<file path="src/rtl/q2a03_pkg.sv">
// q2a03_pkg: shared types and constants for the 2A03 slice.
//   reg8 / reg16       byte and bus-address types
//   DEF_TRIGGER_ADDR   default CPU write address that starts an OAM DMA
//   DEF_OAM_DATA_ADDR  default destination address of every DMA put cycle
//   dma_state_t        OAM DMA controller states
package q2a03_pkg;

    typedef logic [7:0]  reg8;
    typedef logic [15:0] reg16;

    localparam reg16 DEF_TRIGGER_ADDR  = 16'h4014;
    localparam reg16 DEF_OAM_DATA_ADDR = 16'h2004;

    typedef enum logic [2:0] {
        StIdle,
        StHalt,
        StAlign,
        StGet,
        StPut
    } dma_state_t;

endpackage

</file>
<file path="src/rtl/q2a03_phase_edge.sv">
// q2a03_phase_edge: falling-edge detector for a slow phase clock sampled in
// the G_clock domain.
//   G_clock  in   master clock
//   G_reset  in   asynchronous, active-low reset
//   phase    in   phase clock to watch (e.g. G_phy2)
//   fall     out  high for the one G_clock where phase was 1 last clock and is 0 now
module q2a03_phase_edge (
    input  logic G_clock,
    input  logic G_reset,
    input  logic phase,
    output logic fall
);

    logic phase_q;

    always_ff @(posedge G_clock or negedge G_reset) begin
        if (!G_reset) begin
            phase_q <= 1'b0;
        end else begin
            phase_q <= phase;
        end
    end

    // Combinational against the live input so the owner acts on the same edge.
    assign fall = phase_q & ~phase;

endmodule

</file>
<file path="src/rtl/q2a03_oam_dma.sv">
// q2a03_oam_dma: sprite OAM DMA controller. A CPU write to P_TRIGGER_ADDR halts
// the CPU and copies the 256-byte page {data,8'h00..8'hFF} to P_OAM_DATA_ADDR,
// one get/put pair per two CPU cycles.
//   G_clock, G_reset     master clock, asynchronous active-low reset
//   G_phy2               CPU phase-2; its falling edge ends a CPU cycle
//   cpu_addr/cpu_wr_data/cpu_rdwr/cpu_rd_data/cpu_ready   CPU side of the bus
//   G_addr/G_wr_data/G_rdwr/G_rd_data/G_ready             system side of the bus
//   dma_active           high in every state but idle
// Optional build macro: Q2A03_OAM_DMA_DEBUG_EN adds a completed-transfer counter
// and the task read_dma_state (state, page, index, count).
module q2a03_oam_dma
    import q2a03_pkg::*;
#(
    parameter reg16 P_TRIGGER_ADDR  = DEF_TRIGGER_ADDR,
    parameter reg16 P_OAM_DATA_ADDR = DEF_OAM_DATA_ADDR
) (
    input  logic        G_clock,
    input  logic        G_reset,
    input  logic        G_phy2,
    input  logic [15:0] cpu_addr,
    input  logic [7:0]  cpu_wr_data,
    input  logic        cpu_rdwr,
    output logic [7:0]  cpu_rd_data,
    output logic        cpu_ready,
    input  logic        G_ready,
    output logic [15:0] G_addr,
    output logic [7:0]  G_wr_data,
    output logic        G_rdwr,
    input  logic [7:0]  G_rd_data,
    output logic        dma_active
);

    dma_state_t state;
    reg8        page;
    reg8        index;
    reg8        data;
    logic       parity;   // slot of the current CPU cycle: 0 = get, 1 = put
    logic       boundary;
    logic       trigger;

    q2a03_phase_edge u_phase_edge (
        .G_clock (G_clock),
        .G_reset (G_reset),
        .phase   (G_phy2),
        .fall    (boundary)
    );

    assign trigger = (cpu_addr == P_TRIGGER_ADDR) && !cpu_rdwr;

    always_ff @(posedge G_clock or negedge G_reset) begin
        if (!G_reset) begin
            state  <= StIdle;
            parity <= 1'b0;
            page   <= '0;
            index  <= '0;
            data   <= '0;
        end else if (boundary) begin
            parity <= ~parity;
            unique case (state)
                StIdle: begin
                    if (trigger) begin
                        page  <= cpu_wr_data;
                        index <= '0;
                        state <= StHalt;
                    end
                end
                // The next slot has parity ~parity; gets must land on even slots.
                StHalt:  if (G_ready) state <= parity ? StGet : StAlign;
                StAlign: if (G_ready) state <= StGet;
                StGet: begin
                    if (G_ready) begin
                        data  <= G_rd_data;
                        state <= StPut;
                    end
                end
                StPut: begin
                    if (G_ready) begin
                        index <= index + 8'd1;
                        state <= (index == 8'hFF) ? StIdle : StGet;
                    end
                end
                default: state <= StIdle;
            endcase
        end
    end

    assign dma_active = (state != StIdle);

    always_comb begin
        cpu_rd_data = G_rd_data;
        cpu_ready   = G_ready;
        G_addr      = cpu_addr;
        G_wr_data   = cpu_wr_data;
        G_rdwr      = cpu_rdwr;
        unique case (state)
            StIdle: begin
            end
            // CPU is halted; its address is shown but its writes are suppressed.
            StHalt, StAlign: begin
                cpu_ready = 1'b0;
                G_rdwr    = 1'b1;
            end
            StGet: begin
                cpu_ready = 1'b0;
                G_addr    = {page, index};
                G_rdwr    = 1'b1;
            end
            StPut: begin
                cpu_ready = 1'b0;
                G_addr    = P_OAM_DATA_ADDR;
                G_rdwr    = 1'b0;
                G_wr_data = data;
            end
            default: begin
            end
        endcase
    end

`ifdef Q2A03_OAM_DMA_DEBUG_EN
    logic [31:0] xfer_count;

    always_ff @(posedge G_clock or negedge G_reset) begin
        if (!G_reset) begin
            xfer_count <= '0;
        end else if (boundary && (state == StPut) && G_ready && (index == 8'hFF)) begin
            xfer_count <= xfer_count + 32'd1;
        end
    end

    task read_dma_state(output logic [2:0] st, output logic [7:0] pg,
                        output logic [7:0] idx, output logic [31:0] count);
        st    = state;
        pg    = page;
        idx   = index;
        count = xfer_count;
    endtask
`else
`endif

endmodule
</file>
<file path="config.mk">
export PLATFORM = sky130hd
export DESIGN_NAME = q2a03_oam_dma
export DESIGN_NICKNAME = d
export VERILOG_FILES = /design/src/rtl/q2a03_pkg.sv /design/src/rtl/q2a03_phase_edge.sv /design/src/rtl/q2a03_oam_dma.sv
export SDC_FILE = /design/constraint.sdc
export NUM_CORES = 1
export LEC_CHECK = 0
export CAP_MARGIN = 20
export CORE_MARGIN = 8
export CORE_UTILIZATION = 30
export CTS_CLUSTER_SIZE = 28
export DETAILED_ROUTE_END_ITERATION = 10
export GPL_TIMING_DRIVEN = 0
export PLACE_DENSITY = 0.71
export RECOVER_POWER = 25
export SLEW_MARGIN = 20
export SYNTH_ARGS = -nofsm -noshare
export SYNTH_HDL_FRONTEND = slang
export SYNTH_SLANG_ARGS = --single-unit
</file>
<file path="constraint.sdc">
create_clock -name G_clock -period 4.5 [get_ports G_clock]
set_input_delay 0.45 -clock G_clock [delete_from_list [all_inputs] [get_ports G_clock]]
set_output_delay 0.45 -clock G_clock [all_outputs]
set_load 0.01 [all_outputs]
</file>
Word level (Yosys, flattened, before mapping)
Index checks and enable logic that the tools add are counted.
Storage, ports and cells
  bits in registers: 29
Operators by class
  add/sub/neg operators: 1
  equality and inequality tests: 11
  muxes and demuxes: 15
  bitwise logic cells: 3
  reduce and logical (&&, ||, !) cells: 11
Operators with widths (number)
  $pmux 16 s2: 1
  $mux 8: 3
  $eq 16x15->1 const B: 1
  $pmux 8 s2: 1
  $mux 3: 5
  $pmux 3 s5: 1
  $ne 2x2->1 const B: 5
  $add 8x1->8 const B: 1
  $eq 8x8->1 const B: 1
  $eq 3x2->1 const B: 2
  $reduce_and 3->1: 2
  $reduce_and 6->1: 1
  $reduce_and 4->1: 1
  $reduce_or 4->1: 1
  $eq 3x1->1 const B: 1
  $eq 3x3->1 const B: 1
  $logic_not 3->1: 1
  $reduce_bool 3->1: 1
  $reduce_or 3->1: 1
  $mux 1: 2
  $mux 2: 1
  $not 1->1: 2
  $pmux 1 s2: 1
  $reduce_bool 2->1: 1
  3 further kinds: 3

Logic depth before layout (Yosys ltp)
Gate-level depths: netlist of the first run.
  word-level depth: 4
  depth in mapped cells: 5
  depth with buffers taken out: 5

Cells and area by module
From an unflattened synthesis of the first run, not the netlist that was laid out.
Second synthesis, totals
  cell total of the unflattened synthesis: 164
  area total of the unflattened synthesis: 1766.7 µm²
By module, submodules not included
  q2a03_oam_dma: times used 1, cells an instance 162, area each 1727.9 µm², seq. area each 700.7 µm²
  q2a03_phase_edge: times used 1, cells an instance 2, area each 38.8 µm², seq. area each 25.0 µm²

Worst setup path before layout of the first run
Ideal clock, no wire load.
  path kind: register to output
  from: register state[0]
  to: output port G_addr[6]
  arrival: 1.470 ns
  data required time: 4.050 ns
  setup slack: 2.580 ns
  cell stages (with the launch flop): 6
  path through: dfrtp_1 or2_2 nor2_1 nor2_1 buf_2 a22o_2
On the way
  longest elaborated chain between the ends: 2
  elaborated cells between the ends (all ways): 3
  classes of those cells: 2 x eq/ne; 1 x mux
Ends and longest elaborated chain
  start: declaration: line q2a03_oam_dma.sv:33  | dma_state_t state;
  start signal: assignment: line q2a03_oam_dma.sv:52  | state <= StIdle;
  start signal: assignment: line q2a03_oam_dma.sv:64  | state <= StHalt;
  start signal: assignment: line q2a03_oam_dma.sv:68  | StHalt: if (G_ready) state <= parity ? StGet : StAlign;
  $eq 3x3->1 or $eq 3x2->1 (tied branches): line q2a03_oam_dma.sv:95  | unique case (state)
  $pmux 16 s2 *: line q2a03_oam_dma.sv:95
  end: declaration: line q2a03_oam_dma.sv:26  | output logic [15:0] G_addr,
Mark *: on every way between the ends. The rest lies on a longest branch, timed or not.

Worst setup path after layout of the first run
  from: register state[0]
  to: output port G_addr[11]
The elaborated chain is that of the path after synthesis.

==> results.md, run 1 <==
* Status: complete, but fails checks
* Failing checks: capacitance limit, slew limit
* CTS tree: built
* Startpoint Class: flop
* Drt first pass iters at 4
* Max frequency at 330 MHz
* Pleak at roughly 1.2 nW
* 1st-iter DRT viols at 196
* Clock Latency Late Sink at 0.28 ns
* Setup violators final at 0
* Post-CTS Setup Repair Bufs at 0
* Final Power at roughly 1.2 mW
* Max Slew Vio Count at 30
* Clock Skew at between 0.004 and 0.005 ns
* Antenna diode instance count at 0
* Height of the die at between 90 and 100 µm
* Synth Warn # at 0
* R2r setup slk at 2.56 ns
* Bufs on Longest Clock Path at 2
* Worst path required time at 4.05 ns
* Initial Util at 0.303
* GR Util All Layers at 0.132
* CP startpoint: state[0]$_DFFE_PN0P_
* Congestion Overflow GR at 0
* Critical path type: reg2out
* Hold Fails Final Rpt at 0
* Tmin final at 3.03 ns
* Worst Reg-to-Reg Cells at 4
* Hold Buf Count CTS at 0
* Antenna-violating nets left at 0
* Most frequent cells in the layout: clkdlybuf4s50_1, nand2_1, dfrtp_1
* CP endpoint kind: output port
* Vias at around 1700
* CTS H-tree lvls at 2
* First-pass GRT wire length at slightly below 9000 µm
* Commonest non-fill, non-tap cell in the layout: clkdlybuf4s50_1
* Fill count at 543
* Die footprint at between 8000 and 9000 µm²
* Synthesized flop and latch total at 29
* Crit-path cells: inv_1, nor3_2, clkbuf_1, a22o_1, clkdlybuf4s50_1
* RR Endpoint: page[4]$_DFFE_PN0P_
* Top FF cell, synth: dfrtp_1
* Clock transition at the registers of the reported paths at around 0.070 ns
* Worst Hold Path EP: parity$_DFFE_PN0P_
* Largest family of logic cells by synthesized area: simple AND/OR/NAND/NOR gates
* Worst Path Arrival at ~2.6 ns
* Post-route DRC at 0
* Seq/Total Area, Yosys at 0.415
* Post-Synth Simple-Gate Area at 0.195
* Netlist cell types at 43
* Worst-margin pin slew at 1.58 ns
* Crit path max fanout at 10
* Share of post-route cells with drive strength above 1 at 0.165
* Gate Count Post-Synth at 177
* Post-Syn Area per Cell at 9.88 µm²
* Top-level I/O count at between 70 and 80
* Synth Area in XOR/XNOR at 0.00501
* Worst VDD drop at 0.000215 V
* Post-synthesis compound-gate area fraction at 0.188
* Vias in the first global route at 1786
* Asr flop ratio synth at 1.00
* Routability cong. at 0.859
* Net Count, Synth at about 220
* EDFF count, synth at 0
* Fin nets at between 200 and 300
* Max Cap Viol at 1
* CP max-delay cell: clkdlybuf4s50_1
* Core Area at 5780 µm²
* Multiplexer share of the synthesized area at 0.121
* RSZ-0062 raised after global routing: false
* Via density at 5.02
* Drt wl/cell at around 17 µm
* Cell Area, Synth at 1750 µm²
* Hold Crit Depth at 1
* Die Wd at 92.4 µm
* Post-CTS sizing at 0
* Relative slew margins at -0.0543
* Hpwl dp at 4310 µm
* Sum Neg Setup Slack at 0 ns
* Min-delay worst type: reg2reg
* PwrDens at 443 nW/µm²
* Initial antenna violation count at 0
* WL final at approximately 5500 µm
* CTS Buf Count at 5
* Num rows at 28
* Hold WS at 0.492 ns
* Min-delay src: parity$_DFFE_PN0P_
* Port Buffers at slightly above 70
* Crit path largest cell delay at 0.55 ns
* Final worst path period share at 0.674
* Synthesized-area fraction occupied by adder cells at 0.0186
* Worst R2R Start: state[0]$_DFFE_PN0P_
* # clock sinks at 29
* Largest net degree at the start of global routing at 30
* Clk root buf: clkbuf_8
* Area Growth Syn to Fin at 51.6%
logic make-up (layout without fill, tap and decap cells):
| logic type | after synthesis | in the layout |
|---|---|---|
| simple gates | 63 | 63 |
| compound gates | 44 | 44 |
| flops | 29 | 29 |
| mux | 19 | 19 |
| buf+inv | 18 | 96 |
| fa+ha+maj | 3 | 3 |
| xor+xnor | 1 | 1 |
how the worst max path moves through the flow:
stage / to / cells past startpoint
after global placement: G_addr[15] / 5
after CTS: G_addr[11] / 5
final: G_addr[11] / 5
after detailed placement: G_addr[14] / 5
after global routing: G_addr[7] / 5
after floorplan: G_addr[6] / 5
cell usage after synthesis (2+ instances only):
cell type  number  area [µm²]
nand3_1         5        25.0
o22a_1          2        17.5
a31oi_1         2        12.5
o21a_1          2        15.0
inv_1           5        18.8
nor3_1          3        15.0
o21ai_0         3        15.0
buf_2           2        10.0
nor2_1          6        22.5
mux2i_1         2        20.0
dfrtp_1        29         726
mux2_2         17         191
maj3_1          2        20.0
clkbuf_1        2        7.51
and3_1          4        25.0
nor3_4          2        32.5
nor4bb_1        2        20.0
a21oi_1         9        45.0
a22o_1         14         123
o22ai_1         2        12.5
nand2_1        33         124
buf_4           8        60.1
layout make-up:
class	instances	area, µm²	share of cell area
plain buffers	13	81.3	0.0307
clock buffers	5	68.8	0.0260
clock inverters	2	35.0	0.0132
inverters	5	18.8	0.00708
multi-input cells	130	923	0.348
flip-flops and latches	29	726	0.274
well taps	75	93.8	0.0354
repair buffers	71	704	0.266
per-layer routing:
| layer | share of wire | track usage | up-vias |
|---|---|---|---|
| li1 | - | - | 800 |
| met1 | 0.40 | 0.150 | 787 |
| met2 | 0.50 | 0.218 | 60 |
| met3 | 0.084 | 0.0542 | 11 |
| met4 | 0.018 | 0.0523 | 0 |
| met5 | 0 | 0 | - |
metrics by stage:
step           setup slack, ns  utilization  instance area, µm²  instances
4_1_cts                   1.46        0.459                2650        330
6_report                  1.47        0.459                2650        330
5_1_grt                   1.25        0.459                2650        330
2_1_floorplan             2.58            -                1750        177
3_3_place_gp              1.78        0.442                2550        323
3_5_place_dp              1.78        0.441                2550        323
state kept, by name (all words and copies together) (netlist names):
signal                flops
data                      8
index                     8
page                      8
parity                    1
state                     3
u_phase_edge.phase_q      1
worst max-delay path: cells and delay by family, from the launching register on:
family / cells / cell delay [ns]
buf+inv: 3 / 1.14
compound gates: 1 / 0.23
flops: 1 / 0.49
simple gates: 1 / 0.43
report_power, final:
group / switching [mW] / total (mW) / internal [mW]
clock network: 0.103 / 0.264 / 0.161
registers: 0.0491 / 0.367 / 0.318
logic: 0.255 / 0.545 / 0.290
No activity file was read; power rests on OpenSTA's default activity.
==> run 2, diff against run 1 <==
clock period = 3.1 ns   (was 4.5 ns; I/O delays follow)
==> run 2 against run 1 <==
  * The run still ends with capacitance limit, slew limit left
  * Wire length shrank 0.33%
  * Critical path depth rose by 1
  * Sequential share of layout area about the same
  * Combinational power is 46% higher
  * Die area stayed put
  * Clock skew about the same
  * Non-clock buffer count stayed put
  * Cell area about the same
  * Setup slack lost 1.2 ns
  * Register-to-register slack got worse by 1.4 ns
  * Power rose by 45%
==> results.md, run 2 (synthesized netlist as in run 1, its figures left out) <==
* Most frequent cells in the layout: clkdlybuf4s50_1, nand2_1, dfrtp_1
* CP max-delay cell: dfrtp_1
* Area Growth Syn to Fin at 51.6% (about the same)
* Height of the die at 92.4 µm (unchanged)
* Startpoint Class: flop
* GR Util All Layers at 0.132 (unchanged)
* Worst path required time at 2.79 ns (-1.26 ns)
* Congestion Overflow GR at 0 (unchanged)
* Worst-margin pin slew at 1.58 ns (-0.00184 ns)
* Post-Layout Cell Count at 330 (unchanged)
* Failing checks: capacitance limit, slew limit
* Clock transition at the registers of the reported paths at 0.07 ns (about the same)
* Post-route DRC at 0 (unchanged)
* CTS tree: built
* Worst Path Arrival at 2.50 ns (-0.08 ns)
* Clock Power Share at 0.224 (about the same)
* Share of post-route cells with drive strength above 1 at 0.169 (+0.00392)
* Crit path max fanout at 10 (unchanged)
* Max Slew Vio Count at 30 (unchanged)
* Initial Util at 0.303 (unchanged)
* Vias at 1661 (+0.18%)
* First-pass GRT wire length at 8950 µm (unchanged)
* WL final at 5500 µm (-0.33%)
* Worst VDD drop at 0.000312 V (+45%)
* Fin nets at 293 (unchanged)
* Core Area at 5780 µm² (unchanged)
* Drt first pass iters at 4 (unchanged)
* Routability cong. at 0.859 (unchanged)
* Vias in the first global route at 1786 (unchanged)
* Gate power share at 0.465 (about the same)
* Sw Pwr at 0.591 mW (+45%)
* Die footprint at 8530 µm² (unchanged)
* Tmin final at 2.81 ns
* Sum Neg Setup Slack at 0 ns (unchanged)
* Antenna-violating nets left at 0 (unchanged)
* Bufs on Longest Clock Path at 2 (unchanged)
* Hold Fails Final Rpt at 0 (unchanged)
* Finished Cell Area at 2650 µm² (about the same)
* DP Cell Count at 323 (unchanged)
* Wire length on met1 at 2200 µm (-0.18%)
* CP endpoint kind: output port
* Top Registers: data x8, index x8, page x8
* Final Power at 1.71 mW (+45%)
* Relative slew margins at -0.0530 (+0.00122)
* WP buf/inv at 3 (unchanged)
* Sequential power share at 0.311 (about the same)
* CTS H-tree lvls at 2 (unchanged)
* PwrDens at 644 nW/µm² (+45%)
* CP top delay family: buffers and inverters
* Placed instance area at 2550 µm² (unchanged)
* Die Wd at 92.4 µm (unchanged)
* Crit-path cells: inv_1, nor3_2, nor2_1, buf_2, a22o_2, clkdlybuf4s50_1
* Setup violators final at 0 (unchanged)
* Min-delay worst type: in2async
* # clock sinks at 29 (unchanged)
* Max frequency at 356 MHz
* Sw Ratio at 0.346 (about the same)
* 1st-iter DRT viols at 196 (unchanged)
* RSZ-0062 raised after global routing: false
* Clock Latency Late Sink at 0.28 ns (about the same)
* Port Buffers at 71 (unchanged)
* Final worst path period share at 0.907
* Max Cap Viol at 1 (unchanged)
* Critical path type: reg2out
* Final Core Density at 0.459 (about the same)
* Num rows at 28 (unchanged)
* Via density at 5.03 (+0.18%)
* Max Used Layer: met4
* Clock Skew at 0.00443 ns (+0.00000541 ns)
* Top-level I/O count at 72 (unchanged)
* CTS Buf Count at 5 (unchanged)
* Clk root buf: clkbuf_8
* Commonest non-fill, non-tap cell in the layout: clkdlybuf4s50_1
* P_int at 1.12 mW (+45%)
* Pleak at 1.17 nW (+0.27%)
* Routed length on met2 at 2740 µm (-0.80%)
* Hpwl dp at 4310 µm (unchanged)
* Status: complete, but fails checks
* Largest net degree at the start of global routing at 30 (unchanged)
* Crit path largest cell delay at 0.49 ns (-0.06 ns)
* Antenna diode instance count at 0 (unchanged)
* Initial antenna violation count at 0 (unchanged)
* Met3 routed WL at 470 µm (+1.3%)
* Drt wl/cell at 16.7 µm (-0.33%)
run 2: what timing repair did:
| item | in CTS | in global routing |
|---|---|---|
| setup buffers | 0 | 0 |
| resized for setup | 0 | 2 |
| hold buffers | 0 | 0 |
| setup endpoints to repair | 0 | 3 |
run 2: layout make-up:
class	count	area (µm²)
inverter	5	18.8
tap	75	93.8
multi-input combinational	130	923
clock inverter	2	35.0
clock buffer	5	68.8
timing repair buffer	71	704
buffer	13	82.6
sequential	29	726
fill	542	3130
run 2: worst register-to-register path, delay by kind of cell, from the launching register on:
| family | cells | cell delay, ns |
|---|---|---|
| DFF | 1 | 0.47 |
| muxes | 1 | 0.39 |
| and+or+nand+nor | 3 | 0.97 |
run 2: stage by stage:
stage               hold slack, ns  worst slack (ns)
floorplan                   0.0144              1.32
global placement             0.482             0.517
detailed placement           0.385             0.518
CTS                         0.0805             0.196
global route                 0.511             0.127
finish                       0.404             0.289
run 2: power by group through the flow:
stage          combinational [mW]  clock [mW]  sequential, mW
3_5_place_dp                0.800           0           0.538
4_1_cts                     0.802       0.387           0.531
5_1_grt                     0.869       0.403           0.545
3_3_place_gp                0.794           0           0.536
6_report                    0.794       0.383           0.532
2_1_floorplan               0.426           0           0.520
run 2: path summary, 6_finish.rpt:
kind,from,end,slack (ns),cells after the start
hold / removal,G_reset,state[1]$_DFFE_PN0P_,0.40,1
hold reg to reg,parity$_DFFE_PN0P_,parity$_DFFE_PN0P_,0.49,1
max in group asynchronous,G_reset,data[6]$_DFFE_PN0P_,1.77,1
setup / recovery,state[0]$_DFFE_PN0P_,G_addr[6],0.29,6
setup reg to reg,state[0]$_DFFE_PN0P_,page[4]$_DFFE_PN0P_,1.16,4
min in group G_clock,parity$_DFFE_PN0P_,parity$_DFFE_PN0P_,0.49,1
run 2: layer usage:
layer  vias up  track usage
met5         -            0
met4         0       0.0523
met3        11       0.0542
met2        62        0.218
met1       788        0.150
li1        800            -
==> run 3, diff against run 2 <==
ABC_AREA = 1   (was unset)
PLACE_DENSITY = 0.7   (was 0.71)
==> run 3 against run 2 <==
  * The run still ends with capacitance limit, slew limit left
  * Largest cell class unchanged
  * Critical path type unchanged
  * First-iteration DRC count fell by 55%
  * Synthesized cell count rose by 40%
  * Fmax rose by 16%
==> results.md, run 3 <==
* Status: complete, but fails checks
* Failing checks: capacitance limit, slew limit
* Hold Fails Final Rpt at 0 (unchanged)
* PnR worst setup slack at 0.679 ns (+0.390 ns)
* Top FF cell, synth: dfrtp_1
* GR Util All Layers at 0.130 (-0.00277)
* Worst VDD drop at 0.000270 V (-13%)
* Vias in the first global route at 1903 (+6.6%)
* Crit path largest cell delay at 0.57 ns (+0.08 ns)
* Die footprint at 9160 µm² (+7.4%)
* RSZ-0062 raised after global routing: false
* Asr flop ratio synth at 1.00 (unchanged)
* Clock transition at the registers of the reported paths at 0.06 ns (about the same)
* Pleak at 1.30 nW (+11%)
* Sequential power share at 0.369 (+0.058)
* Post-CTS Setup Repair Bufs at 0 (unchanged)
* Core Area at 6240 µm² (+8.0%)
* Post-Layout Cell Count at 403 (+22%)
* Post-Synth Simple-Gate Area at 0.323 (+0.128)
* Commonest cells in the netlist: nand2_1, dfrtp_1, inv_1
* Final Core Density at 0.446 (-0.0124)
* Area Growth Syn to Fin at 46.2%
* Setup violators final at 0 (unchanged)
* WP buf/inv at 3 (unchanged)
* CP dominant cell by count: inv_2
* Multiplexer share of the synthesized area at 0.0473 (-0.0736)
* Worst Path Arrival at 2.11 ns (-0.39 ns)
* Min-delay worst type: in2async
* Worst-margin pin slew at 1.60 ns (+0.0246 ns)
* Port Buffers at 71 (unchanged)
* # clock sinks at 29 (unchanged)
* Synth Area in XOR/XNOR at 0.00460 (-0.000411)
* Congestion Overflow GR at 0 (unchanged)
* Sw Ratio at 0.330 (-0.0162)
* Initial antenna violation count at 0 (unchanged)
* Antenna-violating nets left at 0 (unchanged)
* Drt first pass iters at 4 (unchanged)
* Post-Syn Area per Cell at 7.71 µm² (-22%)
* CTS tree: built
* 1st-iter DRT viols at 89 (-55%)
* Hold WS at 0.428 ns (+0.0239 ns)
* CP top delay family: buffers and inverters
* Synthesized flop and latch total at 29 (unchanged)
* P_int at 0.744 mW (-33%)
* Clock Skew at 0.00666 ns (+0.00223 ns)
* Initial Util at 0.305 (+0.00274)
* Worst R2R Start: state[0]$_DFFE_PN0P_
* Post-route DRC at 0 (unchanged)
* Antenna diode instance count at 0 (unchanged)
* Relative slew margins at -0.0694 (-0.0164)
* Placed instance area at 2710 µm² (+6.2%)
* Height of the die at 95.7 µm (+3.6%)
* Cell depth of the worst setup path at 6 (unchanged)
* Num rows at 29 (+3.6%)
* Largest net degree at the start of global routing at 30 (unchanged)
* First-pass GRT wire length at 9230 µm (+3.2%)
* Final worst path period share at 0.781 (-0.126)
* CP endpoint kind: output port
* Clock Power Share at 0.268 (+0.044)
* Startpoint Class: flop
* Critical path type: reg2out
* Sw Pwr at 0.366 mW (-38%)
* Top-level I/O count at 72 (unchanged)
* Max Slew Vio Count at 30 (unchanged)
* PwrDens at 399 nW/µm² (-38%)
* Final Power at 1.11 mW (-35%)
* Clk root buf: clkbuf_8
* WL final at 5600 µm (+1.7%)
* Fin nets at 363 (+24%)
* Post-CTS sizing at 0 (unchanged)
* CTS Buf Count at 5 (unchanged)
* Top Registers: data x8, index x8, page x8
* Post-synthesis compound-gate area fraction at 0.118 (-0.0699)
* Fill count at 623 (+15%)
* Gate Count Post-Synth at 247 (+40%)
* Seq/Total Area, Yosys at 0.381 (-0.0341)
* Synth Warn # at 0 (unchanged)
* CP max-delay cell: clkdlybuf4s50_1
* CP startpoint: state[2]$_DFFE_PN0P_
* Finished Cell Area at 2790 µm² (+5.0%)
* Gate power share at 0.363 (-0.102)
* Die Wd at 95.7 µm (+3.6%)
* Tmin final at 2.42 ns (-0.390 ns)
* Crit path max fanout at 9 (-1)
* Largest family of logic cells by synthesized area: simple AND/OR/NAND/NOR gates
* Drt wl/cell at 13.9 µm (-17%)
* Max Cap Viol at 1 (unchanged)
* Net Count, Synth at 285 (+33%)
* Vias at 1902 (+15%)
* Ranking of synthesized cells by area: dfrtp_1, nand2_1, inv_1
* Crit-path cells: nand2_2, inv_2, nor2_4, inv_2, o21ai_0, clkdlybuf4s50_1
* Clock Latency Late Sink at 0.28 ns (about the same)
* EDFF count, synth at 0 (unchanged)
* Share of the synthesized area in the top cell type at 0.381 (-0.0341)
* DP Cell Count at 395 (+22%)
* Worst Reg-to-Reg Cells at 7 (+3)
* Routability cong. at 0.848 (-1.3%)
* Hold Buf Count CTS at 0 (unchanged)
* Max frequency at 413 MHz (+16%)
* Via density at 4.72 (-6.2%)
* CTS H-tree lvls at 2 (unchanged)
* Share of post-route cells with drive strength above 1 at 0.156 (-0.0122)
* Most frequent cell after synthesis: nand2_1
* Dpl ws at 0.955 ns (+0.437 ns)
* Most frequent cells in the layout: nand2_1, clkdlybuf4s50_1, dfrtp_1
* Synthesized-area fraction occupied by adder cells at 0.00657 (-0.0120)
* Cell Area, Synth at 1910 µm² (+8.9%)
* Commonest non-fill, non-tap cell in the layout: nand2_1
* Sum Neg Setup Slack at 0 ns (unchanged)
* Hpwl dp at 4410 µm (+2.4%)
* Netlist cell types at 32 (-26%)
* Bufs on Longest Clock Path at 2 (unchanged)
* Worst path required time at 2.79 ns (about the same)
* Yosys top cell by area: dfrtp_1
## run 3: cell count changes after synthesis, moves of 3 or more
cell     previous run  this run
buf_6               0         3
o21ai_2             1         8
mux2_2             17         8
a21oi_1             9         3
nand2_1            33        73
a22o_1             14         4
inv_1               5        26
nand4_1             0        10
o21ai_0             3        12
and3_1              4         0
nor2_4              0         3
nand2_2             0         4
nor2_1              6        25
nand3_1             5         9
## run 3: worst paths after layout
check	end	slack (ns)
worst max-delay path	G_addr[5]	0.68
worst min-delay path	page[3]$_DFFE_PN0P_	0.43
worst max register to register	page[5]$_DFFE_PN0P_	1.45
worst min register to register	parity$_DFFE_PN0P_	0.47
max in group asynchronous	data[0]$_DFFE_PN0P_	1.74
min in group G_clock	parity$_DFFE_PN0P_	0.47
## run 3: power groups by stage
| stage | clock network, mW | registers, mW | logic (mW) |
|---|---|---|---|
| 2_1_floorplan | 0 | 0.414 | 0.210 |
| 3_3_place_gp | 0 | 0.416 | 0.402 |
| 3_5_place_dp | 0 | 0.416 | 0.405 |
| 4_1_cts | 0.303 | 0.409 | 0.408 |
| 5_1_grt | 0.324 | 0.412 | 0.437 |
| 6_report | 0.297 | 0.409 | 0.404 |
## run 3: cell type report
| cell class | instances | area [µm²] | area share |
|---|---|---|---|
| clock buffer | 8 | 80.1 | 0.0287 |
| inverter | 28 | 105 | 0.0377 |
| timing repair buffer | 71 | 704 | 0.253 |
| buffer | 15 | 123 | 0.0440 |
| tap | 77 | 96.3 | 0.0346 |
| sequential | 29 | 726 | 0.260 |
| multi-input combinational | 175 | 952 | 0.342 |
## run 3: metal layers
metal	track usage	up-vias	share of wire
met4	0.0410	0	0.0079
met5	0	-	0
met3	0.0468	4	0.088
met2	0.209	62	0.46
li1	-	953	-
met1	0.157	883	0.44
## run 3: cell families after synthesis
group                      count (synthesis)
adders and majority gates                  1
xor gates and xnor gates                   1
DFF                                       29
muxes                                      8
and+or+nand+nor                          132
buffers and inverters                     43
AOI/OAI and AO/OA                         33
